$ cat config.mk
export PLATFORM = sky130hd
export DESIGN_NAME = pipeline_debug_ctrl_flat
export DESIGN_NICKNAME = d
export VERILOG_FILES = /design/src/rtl/pipeline_debug_ctrl_if.sv /design/src/rtl/pipeline_debug_ctrl.sv /design/src/flat_wrapper.sv
export SDC_FILE = /design/constraint.sdc
export NUM_CORES = 1
export LEC_CHECK = 0
export ABC_AREA = 1
export BUFFER_PORTS_ARGS = -buffer_cell sky130_fd_sc_hd__buf_2
export CAP_MARGIN = 20
export CORE_MARGIN = 10
export CORE_UTILIZATION = 45
export CTS_CLUSTER_SIZE = 28
export DETAILED_ROUTE_END_ITERATION = 16
export HOLD_SLACK_MARGIN = 0.02
export PLACE_DENSITY = 0.74
export SYNTH_ARGS = -nofsm -noshare
export SYNTH_HDL_FRONTEND = slang
export SYNTH_SLANG_ARGS = --single-unit
$ cat constraint.sdc
create_clock -name clk -period 1.79 [get_ports clk]
set_input_delay 0.2685 -clock clk [delete_from_list [all_inputs] [get_ports clk]]
set_output_delay 0.2685 -clock clk [all_outputs]
set_load 0.05 [all_outputs]
$ cat src/rtl/pipeline_debug_ctrl_if.sv
// pipeline_debug_ctrl_if: command/status bundle between the host debug unit and the pipeline run/step controller
interface pipeline_debug_ctrl_if #(parameter int CNT_W = 32, parameter int STEP_W = 8);
  logic              cmd_valid;
  logic [2:0]        cmd_code;
  logic [STEP_W-1:0] cmd_arg;
  logic              halt_retired;
  logic              cmd_ready;
  logic              pipe_enable;
  logic              pipe_reset;
  logic [2:0]        state_out;
  logic [CNT_W-1:0]  cycle_count;
  logic              done;
  modport master (output cmd_valid, cmd_code, cmd_arg, halt_retired,
                  input  cmd_ready, pipe_enable, pipe_reset, state_out, cycle_count, done);
  modport slave  (input  cmd_valid, cmd_code, cmd_arg, halt_retired,
                  output cmd_ready, pipe_enable, pipe_reset, state_out, cycle_count, done);
endinterface

$ cat src/rtl/pipeline_debug_ctrl.sv
// pipeline_debug_ctrl: run/step/halt/clear sequencer driving the pipeline latches' debug enable and reset
module pipeline_debug_ctrl #(
  parameter int CNT_W      = 32,
  parameter int STEP_W     = 8,
  parameter int CLR_CYCLES = 2
) (
  input logic                 clk,
  input logic                 reset,
  pipeline_debug_ctrl_if.slave bus
);
  typedef enum logic [2:0] {IDLE = 3'd0, RUN = 3'd1, STEP = 3'd2, CLEAR = 3'd3, FINISHED = 3'd4} state_t;
  localparam int CLR_W = $clog2(CLR_CYCLES + 1);
  state_t            state_q, state_d;
  logic              pe_q, pe_d, pr_q, pr_d, done_q, done_d;
  logic [CNT_W-1:0]  cnt_q, cnt_d;
  logic [STEP_W-1:0] step_q, step_d;
  logic [CLR_W-1:0]  clr_q, clr_d;
  logic              acc, go_run, go_step, go_halt, go_clear;
  always_comb begin
    acc      = bus.cmd_valid && state_q != CLEAR;
    go_run   = acc && bus.cmd_code == 3'd1;
    go_step  = acc && bus.cmd_code == 3'd2;
    go_halt  = acc && bus.cmd_code == 3'd3;
    go_clear = acc && bus.cmd_code == 3'd4;
    state_d  = state_q;
    step_d   = step_q;
    clr_d    = clr_q == '0 ? '0 : clr_q - CLR_W'(1);
    done_d   = 1'b0;
    cnt_d    = (pe_q && cnt_q != '1) ? cnt_q + CNT_W'(1) : cnt_q;
    unique case (state_q)
      IDLE: begin
        if (go_run) state_d = RUN;
        else if (go_step) begin
          state_d = STEP;
          step_d  = bus.cmd_arg == '0 ? STEP_W'(1) : bus.cmd_arg;
        end
        else if (go_clear) state_d = CLEAR;
      end
      RUN, STEP: begin
        if (state_q == STEP) step_d = step_q - STEP_W'(1);
        // CLEAR beats a retiring HALT, which beats a host HALT; CLEAR suppresses done
        if (go_clear) state_d = CLEAR;
        else if (bus.halt_retired) begin
          state_d = FINISHED;
          done_d  = 1'b1;
        end
        else if (go_halt || (state_q == STEP && step_q == STEP_W'(1))) begin
          state_d = IDLE;
          done_d  = 1'b1;
        end
      end
      CLEAR:    state_d = clr_q == '0 ? IDLE : CLEAR;
      FINISHED: state_d = go_clear ? CLEAR : FINISHED;
      default:  state_d = IDLE;
    endcase
    if (state_d != STEP) step_d = '0;
    if (state_d == CLEAR && state_q != CLEAR) clr_d = CLR_W'(CLR_CYCLES - 1);
    if (state_d == CLEAR) cnt_d = '0;
    pe_d = state_d == RUN || state_d == STEP;
    pr_d = state_d == CLEAR;
  end
  always_ff @(posedge clk) begin
    if (reset) begin
      state_q <= IDLE;
      pe_q    <= 1'b0;
      pr_q    <= 1'b1;
      done_q  <= 1'b0;
      cnt_q   <= '0;
      step_q  <= '0;
      clr_q   <= '0;
    end else begin
      state_q <= state_d;
      pe_q    <= pe_d;
      pr_q    <= pr_d;
      done_q  <= done_d;
      cnt_q   <= cnt_d;
      step_q  <= step_d;
      clr_q   <= clr_d;
    end
  end
  assign bus.cmd_ready   = state_q != CLEAR;
  assign bus.pipe_enable = pe_q;
  assign bus.pipe_reset  = pr_q;
  assign bus.state_out   = state_q;
  assign bus.cycle_count = cnt_q;
  assign bus.done        = done_q;
endmodule

$ cat src/flat_wrapper.sv
// flat-port wrapper written by rule: the top's interface ports become plain ports
module pipeline_debug_ctrl_flat 
#(
  parameter int CNT_W      = 32,
  parameter int STEP_W     = 8,
  parameter int CLR_CYCLES = 2
)
  (clk, reset, bus_cmd_valid, bus_cmd_code, bus_cmd_arg, bus_halt_retired, bus_cmd_ready, bus_pipe_enable, bus_pipe_reset, bus_state_out, bus_cycle_count, bus_done);
  pipeline_debug_ctrl_if #(.CNT_W(CNT_W), .STEP_W(STEP_W)) bus_i ();
  input logic clk;
  input logic reset;
  input wire logic [$bits(bus_i.cmd_valid)-1:0] bus_cmd_valid;
  input wire logic [$bits(bus_i.cmd_code)-1:0] bus_cmd_code;
  input wire logic [$bits(bus_i.cmd_arg)-1:0] bus_cmd_arg;
  input wire logic [$bits(bus_i.halt_retired)-1:0] bus_halt_retired;
  output wire logic [$bits(bus_i.cmd_ready)-1:0] bus_cmd_ready;
  output wire logic [$bits(bus_i.pipe_enable)-1:0] bus_pipe_enable;
  output wire logic [$bits(bus_i.pipe_reset)-1:0] bus_pipe_reset;
  output wire logic [$bits(bus_i.state_out)-1:0] bus_state_out;
  output wire logic [$bits(bus_i.cycle_count)-1:0] bus_cycle_count;
  output wire logic [$bits(bus_i.done)-1:0] bus_done;
  assign bus_i.cmd_valid = bus_cmd_valid;
  assign bus_i.cmd_code = bus_cmd_code;
  assign bus_i.cmd_arg = bus_cmd_arg;
  assign bus_i.halt_retired = bus_halt_retired;
  assign bus_cmd_ready = bus_i.cmd_ready;
  assign bus_pipe_enable = bus_i.pipe_enable;
  assign bus_pipe_reset = bus_i.pipe_reset;
  assign bus_state_out = bus_i.state_out;
  assign bus_cycle_count = bus_i.cycle_count;
  assign bus_done = bus_i.done;
  pipeline_debug_ctrl #(.CNT_W(CNT_W), .STEP_W(STEP_W), .CLR_CYCLES(CLR_CYCLES)) u_core (.clk(clk), .reset(reset), .bus(bus_i));
endmodule
==> qor.yml <==
die:
  row_count: 29
  core_area_um2: 6460
  top_level_ports: 54
  die_w_um: 102
  die-area_um2: 10400
  die_y_um: 102
  initial_core_util_pct: 47.0
setup_path:
  cp.required_ps: 2000
  slowest_delay_ps: 380
  worst_path_max_delay_cell: "dfxtp_4"
  crit_type: "reg2reg"
  startpoint_type: "register"
  endpoint_kind: "register"
  worst_path_dominant_cell_family: "simple AND/OR/NAND/NOR gates"
  path_buf_inv: 2
  crit_arrival_ps: 1960
  crit_path_max_fanout: 8
  cpMostUsedCell: "nor2_1"
  crit_chain: "inv_1 -> nand2_1 -> nor2_1 -> a21boi_2 -> a21oi_2 -> nand2_2 -> nand2_4 -> nand2_8 -> buf_6 -> nor2_1"
final_layout:
  drive_gt1_share_pct: 32.2
  diodes: 0
  seq_area_um2: 1010
  fin_cells: 617
  fin_area_um2: 3820
  final_common_cell: "nand2_1"
  fill_cells: 604
  layout_common_cells: "119 x nand2_1, 74 x nor2_1, 53 x buf_2"
  syn2layout_area_growth_pct: 25.8
  fin_nets: 559
  multi_input_area_um2: 1920
cts:
  clockBufferDepth: 2
  clockRootBuffer: "clkbuf_8"
  cts_sinks: 48
  h-tree-depth: 2
  cts_made_buffers: 5
  cts_tree: "built"
  clk_pin_slew_ps: 90
  ctsHoldBuffers: 0
  clock_latency_ps: 320
placement:
  placed_area_um2: 3490
  gp_congestion: 0.875
  dp.cells: 602
  dpl.hpwl_mm: 6.23
  portBuffers: 53
global_route:
  antenna_found_initial: 0
  grt_overflow: 0
  gr-usage-all-layers_pct: 16.0
  grt_start_max_net_pins: 36
  grt_first_pass_wirelength_mm: 14.0
  first_global_vias: 3132
run:
  drv_cap: 0
power_and_ir_drop:
  ir_drop_mv: 0.473
  pwr_density_cell_nw_per_um2: 645
  p_leak_nw: 1.56
logic_synthesis:
  yosysSeqAreaShare_pct: 31.7
  netlist-cell-type-count: 30
  ys_ff_latch: 48
  synth_compound_area_share_pct: 11.4
  synth_warnings: 0
  synthCells: 469
  synthXorXnorAreaFrac_pct: 5.19
  synthMuxAreaShare_pct: 0
  synth_top_family_by_area: "simple AND/OR/NAND/NOR gates"
  synth-simple-area-share_pct: 40.7
  synthAdderAreaFrac_pct: 2.06
  synth_area_um2: 3040
  syn-num-nets: 489
  syn_area_per_cell_um2: 6.47
drt:
  ant_nets: 0
  drcViolationCount: 0
  dr.pass1.iters: 4
  wl_mm: 8.88
  dr_total_vias: 3302
  vias_per_cell: 5.35
  wire_per_inst_um: 14.4
  drtIter0Drc: 142
outcome:
  status: "finished clean"
sta:
  rsz0062_at_grt: "yes"
  max_freq_mhz: 573
  period_needed_ps: 1740
  finClkSkew_ps: 11.7
  drv_slew: 0
  hold_viol: 0
  setup_violations: 0
  timing.max_slew.rel_slack_pct: 74.7
  min_period_over_period_pct: 97.5
  worst_pin_slew_ps: 376
hold_path:
  hp-class: "in2reg"
## layer usage
metal / part of all wire (%) / routed length, µm / GRT usage, %
met2: 49 / 4370 / 27.7
met5: 0 / 0 / 0
met4: 3.2 / 282 / 6.29
met1: 41 / 3630 / 19.0
met3: 6.7 / 597 / 3.04
## layout make-up
| type | instances | share of cell area [%] |
|---|---|---|
| clock buffers | 5 | 1.80 |
| flip-flops and latches | 48 | 26.5 |
| well taps | 77 | 2.52 |
| multi-input cells | 363 | 50.2 |
| repair buffers | 76 | 13.3 |
| clock inverters | 3 | 1.11 |
| inverters | 45 | 4.56 |
## cell usage after synthesis
| cell | count | share of area [%] |
|---|---|---|
| nand3_2 | 3 | 0.99 |
| nand2_4 | 2 | 0.74 |
| xor2_1 | 14 | 4.0 |
| buf_6 | 6 | 2.2 |
| nand3b_1 | 5 | 1.2 |
| dfxtp_1 | 48 | 32 |
| nor2_1 | 84 | 10 |
| or2_2 | 2 | 0.41 |
| or2_4 | 1 | 0.29 |
| buf_2 | 6 | 0.99 |
| nand3_1 | 25 | 4.1 |
| nor3_1 | 17 | 2.8 |
| xnor2_1 | 4 | 1.2 |
| o211ai_1 | 1 | 0.25 |
| buf_4 | 1 | 0.25 |
| ha_1 | 5 | 2.1 |
| nand2_2 | 3 | 0.62 |
| nor2_4 | 1 | 0.37 |
| nand2_1 | 123 | 15 |
| a21oi_1 | 25 | 4.1 |
| o21ai_0 | 15 | 2.5 |
| nor4_1 | 2 | 0.41 |
| a31o_2 | 1 | 0.29 |
| a22oi_1 | 1 | 0.25 |
| inv_1 | 42 | 5.2 |
| nor2_2 | 5 | 1.0 |
| a21boi_0 | 1 | 0.25 |
| inv_2 | 3 | 0.37 |
| nand4_1 | 10 | 2.1 |
| a21oi_2 | 13 | 3.8 |
## cells by family after synthesis
family,count (synthesis)
AND/OR/NAND/NOR,283
AO/OA/AOI/OAI,57
buffers and inverters,58
XOR/XNOR,18
adder cells (fa/ha/maj),5
flip-flops,48
## flip-flops by register name, summed over array words and instances (netlist names)
register / cells
u_core.bus.state_out: 3
u_core.bus.pipe_reset: 1
u_core.bus.cycle_count: 32
u_core.step_q: 8
u_core.bus.done: 1
u_core.bus.pipe_enable: 1
u_core.clr_q: 2
## stage by stage
step	power (mW)	util, %	setup TNS (ps)	setup slack (ps)	hold WS (ps)
floorplan	1.51	-	0	0.00577	331
global placement	1.60	54.1	0	82.5	469
detailed placement	1.61	54.1	0	6.20	480
finish	2.46	59.1	0	45.3	188
CTS	2.40	55.8	0	27.5	181
global route	2.57	59.1	-753	-55.8	194
## repair_timing
action	4_1_cts	5_1_grt
resized for setup	1	32
buffers inserted	0	3
pin swaps	0	8
cloned	0	4
hold endpoints to repair	0	0
endpoints found under the setup margin	12	42
## report_power, final
part	switching [mW]	internal, mW	total, mW
clock	0.397	0.414	0.811
sequential	0.0307	1.09	1.12
combinational	0.356	0.175	0.531
## final timing paths
check | start | depth (start not counted) | slack, ps | endpoint
setup / recovery | u_core.bus.state_out[1]$_SDFF_PP0_ | 10 | 50 | u_core.bus.cycle_count[10]$_SDFFE_PP0P_
hold / removal | reset | 2 | 190 | u_core.bus.state_out[1]$_SDFF_PP0_
setup reg to reg | u_core.bus.state_out[1]$_SDFF_PP0_ | 10 | 50 | u_core.bus.cycle_count[10]$_SDFFE_PP0P_
hold reg to reg | u_core.step_q[1]$_SDFFE_PP0P_ | 2 | 490 | u_core.step_q[1]$_SDFFE_PP0P_
No activity file was read; power rests on OpenSTA's default activity.
